[config.mk]
export PLATFORM = sky130hd
export DESIGN_NAME = list_fold_sum
export DESIGN_NICKNAME = d
export VERILOG_FILES = /design/src/rtl/list_fold_sum.sv
export SDC_FILE = /design/constraint.sdc
export NUM_CORES = 1
export LEC_CHECK = 0
export ABC_AREA = 1
export BUFFER_PORTS_ARGS = -buffer_cell sky130_fd_sc_hd__buf_2
export CAP_MARGIN = 20
export CORE_UTILIZATION = 55
export CTS_CLUSTER_SIZE = 24
export DETAILED_ROUTE_END_ITERATION = 8
export PLACE_DENSITY = 0.88
export REMOVE_ABC_BUFFERS = 1
export SLEW_MARGIN = 20
export SYNTH_ARGS = -nofsm -noshare
export SYNTH_HDL_FRONTEND = slang
export SYNTH_SLANG_ARGS = --single-unit
export TNS_END_PERCENT = 50
[constraint.sdc]
create_clock -name clock -period 2.1 [get_ports clock]
set_clock_uncertainty 0.05 [all_clocks]
set_input_delay 0.42 -clock clock [delete_from_list [all_inputs] [get_ports clock]]
set_output_delay 0.42 -clock clock [all_outputs]
set_load 0.01 [all_outputs]
[src/rtl/list_fold_sum.sv]
`default_nettype none
// list_fold_sum: pulls elements from a req/ack/eol list producer and folds them with wrapping addition.
// Optional macro FOLD_TIMEOUT_EN adds an ack timeout ending the call in an error state (port err).
module list_fold_sum #(
    parameter int DATA_W = 8,
    parameter int ACC_W  = 16
`ifdef FOLD_TIMEOUT_EN
    ,
    parameter int TIMEOUT = 1024
`endif
) (
    input  logic              clock,
    input  logic              reset_n,
    input  logic              ready,
    output logic              done,
    output logic [ACC_W-1:0]  result,
    output logic [15:0]       count,
    output logic              list_ready,
    output logic              req,
    input  logic              ack,
    input  logic              eol,
    input  logic [DATA_W-1:0] value
`ifdef FOLD_TIMEOUT_EN
    ,
    output logic              err
`endif
);

    typedef enum logic [2:0] {
        IDLE = 3'd0,
        REQ  = 3'd1,
        GAP  = 3'd2,
`ifdef FOLD_TIMEOUT_EN
        ERR  = 3'd4,
`endif
        DONE = 3'd3
    } state_t;

    state_t           state;
    logic [ACC_W-1:0] acc;

`ifdef FOLD_TIMEOUT_EN
    localparam int TO_W = $clog2(TIMEOUT + 1);
    logic [TO_W-1:0] wait_cnt;
`endif

    always_ff @(posedge clock) begin
        if (!reset_n) begin
            state      <= IDLE;
            done       <= 1'b0;
            req        <= 1'b0;
            list_ready <= 1'b0;
            result     <= '0;
            acc        <= '0;
            count      <= '0;
`ifdef FOLD_TIMEOUT_EN
            err        <= 1'b0;
            wait_cnt   <= '0;
`endif
        end else begin
            case (state)
                IDLE: begin
                    if (ready) begin
                        state      <= REQ;
                        acc        <= '0;
                        count      <= '0;
                        list_ready <= 1'b1;
                        req        <= 1'b1;
`ifdef FOLD_TIMEOUT_EN
                        wait_cnt   <= '0;
`endif
                    end
                end

                // A ready drop wins over a simultaneous ack: the call is abandoned.
                REQ: begin
                    if (!ready) begin
                        state      <= IDLE;
                        req        <= 1'b0;
                        list_ready <= 1'b0;
                    end else if (ack && !eol) begin
                        acc   <= acc + ACC_W'(value);
                        count <= count + 16'd1;
                        req   <= 1'b0;
                        state <= GAP;
                    end else if (ack) begin
                        result <= acc;
                        done   <= 1'b1;
                        req    <= 1'b0;
                        state  <= DONE;
                    end
`ifdef FOLD_TIMEOUT_EN
                    else if (wait_cnt == TO_W'(TIMEOUT - 1)) begin
                        state  <= ERR;
                        req    <= 1'b0;
                        done   <= 1'b1;
                        err    <= 1'b1;
                        result <= '1;
                    end else begin
                        wait_cnt <= wait_cnt + TO_W'(1);
                    end
`endif
                end

                // Wait for the producer to release ack before the next request.
                GAP: begin
                    if (!ready) begin
                        state      <= IDLE;
                        list_ready <= 1'b0;
                    end else if (!ack) begin
                        state <= REQ;
                        req   <= 1'b1;
`ifdef FOLD_TIMEOUT_EN
                        wait_cnt <= '0;
`endif
                    end
                end

                DONE: begin
                    if (!ready) begin
                        state      <= IDLE;
                        done       <= 1'b0;
                        list_ready <= 1'b0;
                    end
                end

`ifdef FOLD_TIMEOUT_EN
                ERR: begin
                    if (!ready) begin
                        state      <= IDLE;
                        done       <= 1'b0;
                        err        <= 1'b0;
                        list_ready <= 1'b0;
                    end
                end
`endif

                default: begin
                    state      <= IDLE;
                    req        <= 1'b0;
                    done       <= 1'b0;
                    list_ready <= 1'b0;
                end
            endcase
        end
    end

endmodule
`default_nettype wire

======== Word level (Yosys, flattened, before mapping) ========
Index checks and enable logic that the tools add are counted.
operators by class
  muxes and demuxes ....................... 28
  reductions and logical operators ........ 12
  bitwise operators ....................... 3
  add/sub/neg operators ................... 2
  equality and inequality tests ........... 14
operators with widths
  operator               count
  $mux 16                5
  $pmux 16 s2            2
  $mux 3                 7
  $ne 2x2->1 const B     9
  $add 16x1->16 const B  1
  $add 16x8->16          1
  $pmux 3 s4             1
  $reduce_and 4->1       3
  $mux 1                 10
  $reduce_and 5->1       2
  $eq 3x2->1 const B     2
  $ne 4x4->1 const B     1
  $pmux 1 s4             1
  $eq 3x1->1 const B     1
  $logic_not 3->1        1
  $ne 3x3->1 const B     1
  $not 1->1              3
  $pmux 1 s3             1
  $reduce_or 3->1        1
  $pmux 1 s2             1
  $reduce_and 2->1       1
  $reduce_bool 2->1      1
  $reduce_or 2->1        1
  $logic_and 1x1->1      1
  $logic_not 1->1        1
storage, ports and cells
  word-level logic and storage cells ...... 66
  input port bits ......................... 13
  register bits ........................... 54
  output and inout bits ................... 35

======== Longest topological paths before layout ========
  depth after elaboration ................. 5
  gate-level depth with buffers ........... 11
  gate-level depth less buffers ........... 11

======== Worst setup path before layout ========
OpenSTA, ideal clock, no wires.
  path kind ............................... input -> register
  from .................................... input value[0]
  to ...................................... register acc[12]
  data arrival time ....................... 1555 ps
  slack ................................... 380 ps
  stages on the path ...................... 11
  buffers on the path ..................... 0
  path through ............................ ha_1 -> inv_1 -> fa_1 -> inv_1 -> nand3_1 -> nand3_1 -> nand2_1 -> nand2_1 -> nand3_1 -> nand2_1 -> nor2_1
on the way
  word-level cells in the longest chain between the ends .. 4
RTL lines
  element                 RTL line  RTL
  start: declaration      22        input logic [DATA_W-1:0] value
  $add 16x8->16           82        acc <= acc + ACC_W'(value);
  $mux 16                 81        end else if (ack && !eol) begin
  $mux 16                 77        if (!ready) begin
  $pmux 16 s2             61        case (state)
  end signal: assignment  82
  end: declaration        40        logic [ACC_W-1:0] acc;
No other way between the ends. The select of a mux whose other input is x is not followed.
A chain may end at the register's enable or synchronous reset.

======== Worst setup path after layout ========
  from .................................... register acc[0]
  to ...................................... register acc[8]
on the way
  word-level cells in the longest chain between the ends .. 4
RTL lines
  element        RTL line
  $add 16x8->16  82
  $mux 16        81
  $mux 16        77
  $pmux 16 s2    61
No other way between the ends. The select of a mux whose other input is x is not followed.

==> results.yml <==
yosys:
  syn_inst: 396
  synth_top_family_by_area: "simple AND/OR/NAND/NOR gates"
  synth_area_um2: 2690
  synth-adder-area-share_pct: 4.93
  synth-seq-cells: 53
  yosysUniqueCellTypes: 35
  yosysWarnings: 0
  synth_compound_area_share_pct: 14.5
  ys_seq_area_share_pct: 39.4
  synthMuxAreaShare_pct: 0
  synth_xor_area_share_pct: 0.651
  synth_simple_gate_area_share_pct: 30.7
  avgSynthCellArea_um2: 6.80
routing:
  vias: 2628
  avgRoutedWirePerCell_um: 11.8
  drt-total-wl_mm: 6.04
  top_layer: "met4"
  wl_met2_mm: 2.90
  first_pass_iters: 5
  wl_met3_um: 313
  final_antenna_net_count: 0
  drc: 0
  drt-met1-wl_mm: 2.74
  vias_per_cell: 5.12
  drt_iter0_markers: 239
setup_path:
  reg2reg_slack_ns: 0.29
  r2r_end: "acc[8]$_SDFFE_PN0P_"
  worstSetupEndpointType: "flip-flop"
  crit_path_start_kind: "flip-flop"
  required_ns: 2.25
  crit_chain: "ha_1, inv_1, fa_1, inv_1, nand3_1, nand3_1, nand2_1, nand2_1, nand2_1, nand2_1, a21oi_1"
  crit_arrival_ns: 1.97
  r2r_start: "acc[0]$_SDFFE_PN0P_"
  max_stage_delay_ns: 0.36
  crit_path_top_delay_cell: "dfxtp_1"
  worst-r2r-cell-count: 11
  crit_top_cell: "nand2_1"
  critPathMaxFanout: 4
  path_class: "flip-flop to flip-flop"
timing:
  worst_pin_slew_ns: 0.317
  fmax_mhz: 551
  relSlewSlack_pct: 78.3
  finalCritPeriodShare_pct: 86.4
  rsz0062_at_grt: "false"
  finalCriticalPeriod_ns: 1.81
  slew_violations: 0
  setup_violations: 0
  hold_violations: 0
  setup_ws_ns: 0.285
  timing.setup.tns_ns: 0
clock_network:
  cts-resized-gates: 0
  htreeDepth: 2
  cts_tree: "done"
  cts_inserted_buffers: 5
  cts_root_buffer: "clkbuf_8"
  clockBufferDepth: 2
  clk_latency_ns: 0.31
  post_cts_buffers: 0
  postCtsHoldBufs: 0
  clock_sinks: 53
  path_clk_slew_ns: 0.10
grt:
  gr-usage-all-layers_pct: 25.1
  grt_pass1_wl_mm: 10.4
  first_global_vias: 2415
  overflow: 0
  grt_max_degree: 23
  antenna_found_initial: 0
run:
  drv_cap: 0
power:
  power_density_nw_per_um2: 653
  leakage_nw: 1.48
  vdd_ir_drop_max_uv: 471
layout:
  antenna_cells: 0
  final_util_pct: 65.8
  design_area_um2: 3110
  synthToLayoutAreaGrowth_pct: 15.4
  nets: 468
  post_route_cells_drive_above_1_share_pct: 15.9
placed_design:
  hpwlAfterDp_mm: 4.50
  gp_congestion: 0.926
  io_buffer_count: 47
  pre_cts_ws_ns: 0.144
  placed_cell_area_um2: 2990
floorplanning:
  die-area_um2: 5180
  ios: 48
  rows: 25
  fp.dieW_um: 72.0
  core_area_um2: 4720
  start_util_pct: 57.0
  die_h_um: 72.0
worst_hold_path:
  whs_endpoint: "state[1]$_SDFFE_PN0P_"
  min_path_type: "input pin to flip-flop"
  hold_depth: 3
  hold_path.startpoint: "ready"
outcome:
  status: "finished clean"
-- synthesized netlist by cell type (all sizes together) --
| cell type | number | area [um^2] |
|---|---|---|
| a2111oi | 1 | 8.76 |
| a211oi | 1 | 7.51 |
| a21oi | 35 | 175 |
| a41oi | 1 | 8.76 |
| buf | 9 | 53.8 |
| clkbuf | 2 | 7.51 |
| clkinv | 1 | 3.75 |
| dfxtp | 53 | 1060 |
| fa | 1 | 20.0 |
| ha | 9 | 113 |
| inv | 53 | 199 |
| nand2 | 93 | 362 |
| nand3 | 31 | 155 |
| nand3b | 3 | 22.5 |
| nand4 | 2 | 12.5 |
| nor2 | 55 | 216 |
| nor3 | 7 | 46.3 |
| o211a | 1 | 10.0 |
| o21a | 1 | 7.51 |
| o21ai | 30 | 150 |
| o21bai | 2 | 15.0 |
| o22ai | 1 | 6.26 |
| or2 | 1 | 6.26 |
| or3 | 1 | 6.26 |
| xor2 | 2 | 17.5 |
-- flip-flops by register name (all words and copies together), names as in the netlist --
name        count
result         16
list_ready      1
req             1
state           2
acc            16
done            1
count          16
-- power by group --
| group | internal, mW | total, mW | leakage [nW] | switching, mW |
|---|---|---|---|---|
| combinational | 0.0956 | 0.268 | 0.997 | 0.172 |
| sequential | 1.03 | 1.06 | 0.429 | 0.0228 |
| clock | 0.358 | 0.704 | 0.0585 | 0.346 |
| total | 1.49 | 2.03 | 1.48 | 0.542 |
-- per-layer routing --
layer  vias up  track usage (%)
met4         0             7.63
met1      1180             31.3
li1       1363                -
met2        77             44.4
met5         -                0
met3         8             4.31
-- layout make-up --
class	instances	area (um^2)
sequential	53	1060
inverter	54	203
tap	67	83.8
multi-input combinational	278	1370
clock buffer	5	68.8
timing repair buffer	53	280
fill	423	1620
clock inverter	3	43.8
-- critical path, delay by kind of cell, from the launching register on --
| kind | cells | cell delay (ns) |
|---|---|---|
| AO/OA/AOI/OAI | 1 | 0.05 |
| adder cells (fa/ha/maj) | 2 | 0.56 |
| buffers and inverters | 2 | 0.18 |
| flip-flops | 1 | 0.36 |
| AND/OR/NAND/NOR | 6 | 0.52 |
-- through the flow --
stage / power [mW] / instances / hold WS, ns
detailed placement: 1.35 / 505 / 0.412
finish: 2.03 / 513 / 0.361
global placement: 1.34 / 505 / 0.406
CTS: 2.04 / 513 / 0.355
floorplan: 1.25 / 385 / 0.407
global route: 2.12 / 513 / 0.377
-- worst max-delay path by stage --
stage | depth (start not counted) | to | from
after floorplan | 11 | acc[12]$_SDFFE_PN0P_ | value[0]
after global placement | 12 | acc[12]$_SDFFE_PN0P_ | value[0]
after detailed placement | 12 | acc[12]$_SDFFE_PN0P_ | value[0]
after CTS | 11 | acc[12]$_SDFFE_PN0P_ | acc[0]$_SDFFE_PN0P_
after global routing | 10 | count[14]$_SDFFE_PN0P_ | count[0]$_SDFFE_PN0P_
final | 11 | acc[8]$_SDFFE_PN0P_ | acc[0]$_SDFFE_PN0P_
-- cells in the final DEF, fill, tap and decap left out, types with 3 or more instances in the layout --
cell type / Yosys / final
inv_1: 50 / 50
nand2_1: 90 / 90
inv_2: 3 / 3
buf_2: 4 / 47
nand3b_1: 3 / 3
a21oi_1: 35 / 35
buf_4: 2 / 6
nor3_1: 6 / 6
nand3_1: 31 / 31
o21ai_0: 29 / 29
clkbuf_8: 0 / 5
ha_1: 9 / 9
dfxtp_1: 53 / 53
nor2_1: 53 / 53
-- logic make-up (layout without fill, tap and decap cells) --
kind of cell / Yosys count / count (layout)
AOI/OAI and AO/OA: 73 / 73
adders and majority gates: 10 / 10
and+or+nand+nor: 193 / 193
DFF: 53 / 53
buffers and inverters: 65 / 115
xor gates and xnor gates: 2 / 2
Note: power is estimated with default switching activity, not from simulation.
